$ cat src/rtl/sys_array_sequencer.sv
// sys_array_sequencer: control FSM for one systolic array.
// Loads ARRAY_W weight rows, then feeds M input rows as a skewed wavefront
// across ARRAY_L lanes and strobes each result row as it leaves the array.
// All step activity advances on a divided tick (one tick per CLOCK_DIVIDE clks).
module sys_array_sequencer #(
    parameter int ARRAY_W      = 4,
    parameter int ARRAY_L      = 4,
    parameter int MAX_ROWS     = 16,
    parameter int CLOCK_DIVIDE = 2,
    localparam int PIPE = ARRAY_W + ARRAY_L - 1,
    localparam int RW   = $clog2(MAX_ROWS + 1),
    localparam int SW   = $clog2(MAX_ROWS + PIPE),
    localparam int WAW  = (ARRAY_W > 1) ? $clog2(ARRAY_W) : 1,
    localparam int RAW  = (MAX_ROWS > 1) ? $clog2(MAX_ROWS) : 1
) (
    input  logic               clk,
    input  logic               reset,
    input  logic               load_params,
    input  logic               start_comp,
    input  logic [RW-1:0]      num_rows,
    output logic               busy,
    output logic               done,
    output logic               err,
    output logic               w_load,
    output logic [WAW-1:0]     w_addr,
    output logic               sys_en,
    output logic [SW-1:0]      a_step,
    output logic [ARRAY_L-1:0] a_mask,
    output logic               r_valid,
    output logic [RAW-1:0]     r_addr
);

    // Compare width one bit wider than the step counter so sums never overflow.
    localparam int CW = SW + 1;
    localparam int DW = (CLOCK_DIVIDE > 1) ? $clog2(CLOCK_DIVIDE) : 1;

    localparam logic [1:0] S_IDLE = 2'd0;
    localparam logic [1:0] S_LOAD = 2'd1;
    localparam logic [1:0] S_COMP = 2'd2;
    localparam logic [1:0] S_DONE = 2'd3;

    logic [1:0]         state_reg;
    logic [DW-1:0]      div_reg;
    logic [SW-1:0]      step_reg;
    logic [RW-1:0]      m_reg;
    logic               params_loaded_reg;

    logic               tick;
    logic [CW-1:0]      s_ext;
    logic [CW-1:0]      m_ext;
    logic               load_last;
    logic               comp_last;
    logic               rows_ok;
    logic               r_hit;
    logic [ARRAY_L-1:0] mask_next;

    // Divider counter restarts on entry, so the first tick lands CLOCK_DIVIDE edges later.
    assign tick      = (div_reg == DW'(CLOCK_DIVIDE - 1));
    assign s_ext     = CW'(step_reg);
    assign m_ext     = CW'(m_reg);
    assign load_last = (s_ext == CW'(ARRAY_W - 1));
    assign comp_last = (s_ext == m_ext + CW'(PIPE - 1));
    assign rows_ok   = (num_rows != '0) && (CW'(num_rows) <= CW'(MAX_ROWS));
    assign r_hit     = (s_ext >= CW'(PIPE)) && (s_ext < m_ext + CW'(PIPE));

    // Lane gi is fed input row s-gi while that row exists.
    generate
        for (genvar gi = 0; gi < ARRAY_L; gi++) begin : g_mask
            assign mask_next[gi] = (s_ext >= CW'(gi)) && ((s_ext - CW'(gi)) < m_ext);
        end
    endgenerate

    // Sequencer state, divider, step counter and all registered outputs.
    always_ff @(posedge clk or posedge reset) begin
        if (reset) begin
            state_reg         <= S_IDLE;
            div_reg           <= '0;
            step_reg          <= '0;
            m_reg             <= '0;
            params_loaded_reg <= 1'b0;
            busy              <= 1'b0;
            done              <= 1'b0;
            err               <= 1'b0;
            w_load            <= 1'b0;
            w_addr            <= '0;
            sys_en            <= 1'b0;
            a_step            <= '0;
            a_mask            <= '0;
            r_valid           <= 1'b0;
            r_addr            <= '0;
        end else begin
            // busy follows the registered state, so it rises the cycle after accept
            // and stays high through the last LOAD tick and the DONE cycle.
            busy    <= (state_reg != S_IDLE);
            w_load  <= 1'b0;
            sys_en  <= 1'b0;
            r_valid <= 1'b0;
            done    <= 1'b0;
            err     <= 1'b0;
            a_mask  <= '0;
            case (state_reg)
                S_IDLE: begin
                    if (load_params) begin
                        state_reg         <= S_LOAD;
                        params_loaded_reg <= 1'b0;
                        div_reg           <= '0;
                        step_reg          <= '0;
                    end else if (start_comp) begin
                        if (params_loaded_reg && rows_ok) begin
                            state_reg <= S_COMP;
                            m_reg     <= num_rows;
                            div_reg   <= '0;
                            step_reg  <= '0;
                        end else begin
                            err <= 1'b1;
                        end
                    end
                end
                S_LOAD: begin
                    div_reg <= tick ? '0 : div_reg + DW'(1);
                    if (tick) begin
                        w_load <= 1'b1;
                        w_addr <= WAW'(step_reg);
                        if (load_last) begin
                            params_loaded_reg <= 1'b1;
                            state_reg         <= S_IDLE;
                        end else begin
                            step_reg <= step_reg + SW'(1);
                        end
                    end
                end
                S_COMP: begin
                    div_reg <= tick ? '0 : div_reg + DW'(1);
                    if (tick) begin
                        sys_en  <= 1'b1;
                        a_step  <= step_reg;
                        a_mask  <= mask_next;
                        r_valid <= r_hit;
                        if (r_hit) begin
                            r_addr <= RAW'(s_ext - CW'(PIPE));
                        end
                        if (comp_last) begin
                            state_reg <= S_DONE;
                        end else begin
                            step_reg <= step_reg + SW'(1);
                        end
                    end
                end
                S_DONE: begin
                    done      <= 1'b1;
                    state_reg <= S_IDLE;
                end
                default: begin
                    state_reg <= S_IDLE;
                end
            endcase
        end
    end

endmodule

$ cat config.mk
export PLATFORM = sky130hd
export DESIGN_NAME = sys_array_sequencer
export DESIGN_NICKNAME = d
export VERILOG_FILES = /design/src/rtl/sys_array_sequencer.sv
export SDC_FILE = /design/constraint.sdc
export NUM_CORES = 1
export LEC_CHECK = 0
export CAP_MARGIN = 20
export CORE_UTILIZATION = 56
export CTS_BUF_LIST = sky130_fd_sc_hd__clkbuf_4 sky130_fd_sc_hd__clkbuf_8
export CTS_CLUSTER_SIZE = 20
export DETAILED_ROUTE_END_ITERATION = 10
export PLACE_DENSITY = 0.78
export SLEW_MARGIN = 20
export SYNTH_ARGS = -nofsm -noshare
export SYNTH_HDL_FRONTEND = slang
export SYNTH_SLANG_ARGS = --single-unit
$ cat constraint.sdc
create_clock -name clk -period 5.42 [get_ports clk]
set_input_delay 0.542 -clock clk [delete_from_list [all_inputs] [get_ports clk]]
set_output_delay 0.542 -clock clk [all_outputs]
set_load 0.01 [all_outputs]
==> flow_summary.ini <==
[status]
outcome = completed

[placement]
dp_hpwl_microns = 3330
pre_cts_slack_ps = 2650
gp_congestion = 0.825
port_buffers = 29
place_area_sq_mm = 0.00270
dp.cells = 303

[pwr]
power.density_mw_per_mm2 = 560
seqPwrFrac = 0.282
power.share.switching = 0.424
power_frac_clock = 0.150
vdd_ir_drop_max_v = 0.000339
p_comb_frac = 0.568
p_int_uw = 908
switchingPower_uw = 668
power.static_leakage_nw = 1.30
power_mw = 1.58

[worst_setup_path]
path_class = reg2reg
cp.required_ps = 5550
rr_worst_depth = 8
start_kind = flip-flop
crit_path_max_fanout = 9
rrSetupSlack_ps = 2660
arrival_ps = 2890
end_kind = flip-flop

[logic_synthesis]
yosysSeqAreaShare = 0.371
ys_types = 39
synth_top_area_frac = 0.371
synth_fp_nets = 275
async_flop_share = 1.00
post_synth_inst_count = 228
synth_edf_count = 0
ys_ff_latch = 35
synth-main-ff-cell = dfrtp_1
synth_most_common_cell = ha_1
yosys_warnings = 0
synth.area.top_cells = dfrtp_1, ha_1, mux2_2, xor2_1, o21ai_0
synth_commonest_cells = ha_1, dfrtp_1, inv_1
yosys.area.top_type = dfrtp_1
synth.avg_cell_area_sq_um = 10.3
synth.cell_area_sq_mm = 0.00236

[global_routing]
grt_pass1_wl_microns = 7360
antenna_found_initial = 0
gr-total-overflow = 0
grt_max_degree = 36
grt_use_total = 0.223
grt_pass1_vias = 1667

[worst_hold_path]
hold_class = reg2reg
holdPathStages = 2

[route]
viasPerCell = 5.56
wl_per_cell_microns = 14.3
ant_nets = 0
drtIter0Drc = 77
first_pass_iters = 4
drc = 0
drt-total-wl_microns = 4460
num_vias = 1728

[clock_tree]
cts.repair.resized = 0
cts_max_path_buffers = 2
post_cts_buffers = 0
clk_latency_ps = 300
cts_max_level = 2
cts_root_buffer = clkbuf_8
cts_hold_buf = 0
cts_buffers = 5
tritoncts = done
clkSinkCount = 35
path_clk_slew_ps = 80

[sta]
fmax_mhz = 362
finalSetupViolCount = 0
finClkSkew_ps = 7.43
hold_violations = 0
setup_ws_ps = 2660
period_needed_ps = 2760
worst_pin_slew_ps = 740
finalSetupTns_ps = 0
rsz0062_at_grt = false
period_share = 0.509
final_max_slew_viol_count = 0
whs_ps = 486
relSlewSlack = 0.506

[floorplanning]
dieHeight_microns = 66.9
pin_count = 30
die_area_sq_mm = 0.00448
fp.dieW_microns = 66.9
initial_core_util = 0.586
rows = 23
core_sq_mm = 0.00403

[finish]
final_core_util = 0.698
layout.nets = 307
stdcell_count = 311
drive_gt1_frac = 0.0996
area_growth_pct = 19.2
diodes = 0
final_cell_area_sq_mm = 0.00281

[run]
max_cap_violations = 0
cell type report:
type	count	area [sq um]
fill	314	1220
inverter	20	75.1
clock buffer	5	68.8
timing repair buffer	30	298
tap	50	62.6
clock inverter	3	43.8
multi-input combinational	168	1390
sequential	35	876
power by group through the flow:
stage	Sequential [mW]	Clock, mW	Combinational, mW
6_report	0.444	0.236	0.895
3_3_place_gp	0.443	0	0.873
4_1_cts	0.443	0.240	0.905
2_1_floorplan	0.429	0	0.658
5_1_grt	0.455	0.251	1.02
3_5_place_dp	0.448	0	0.900
metal layers:
layer	track usage	wire length [microns]	part of all wire	vias to the layer above
li1	-	-	-	870
met1	0.264	2040	0.46	812
met2	0.384	2200	0.49	39
met3	0.0565	161	0.036	7
met4	0.0824	63	0.014	0
met5	0	0	0	-
logic make-up after synthesis:
| kind of cell | after synthesis | share of synthesized area |
|---|---|---|
| adder cells (fa/ha/maj) | 38 | 0.201 |
| multiplexers | 12 | 0.0567 |
| flip-flops | 35 | 0.371 |
| buffers and inverters | 25 | 0.0403 |
| XOR/XNOR | 17 | 0.0631 |
| AO/OA/AOI/OAI | 53 | 0.170 |
| AND/OR/NAND/NOR | 48 | 0.0976 |
worst paths after layout:
kind / endpoint / start
min reg2reg: w_addr[0]$_DFFE_PP0P_ / w_addr[0]$_DFFE_PP0P_
max: a_mask[3]$_DFF_PP0_ / step_reg[1]$_DFFE_PP0P_
min: w_addr[0]$_DFFE_PP0P_ / w_addr[0]$_DFFE_PP0P_
min in group asynchronous: sys_en$_DFF_PP0_ / reset
max reg2reg: a_mask[3]$_DFF_PP0_ / step_reg[1]$_DFFE_PP0P_
max in group asynchronous: params_loaded_reg$_DFFE_PP0P_ / reset
placed cells by master, fill, tap and decap left out, drive strengths merged, types with 2 or more instances in the layout:
master	n
mux2	11
o22a	4
nand2b	4
nand2	17
clkbuf	5
ha	38
o21ai	17
inv	20
nor3b	2
a211oi	3
a31oi	2
dfrtp	35
xor2	11
nor3	4
a21oi	9
nor2b	4
clkdlybuf4s50	29
clkinv	2
a2111oi	3
xnor2	6
o21a	6
a21boi	2
nand3	5
nor2	8
critical path, stage by stage (launching register included):
cell and delay [ps]:
dfrtp_1 580, inv_1 260, ha_1 400, ha_1 280, nor2b_1 130, o21a_1 160, o21ai_0 160, nand2b_1 90
a2111oi_0 520
No activity file was read; power rests on OpenSTA's default activity.
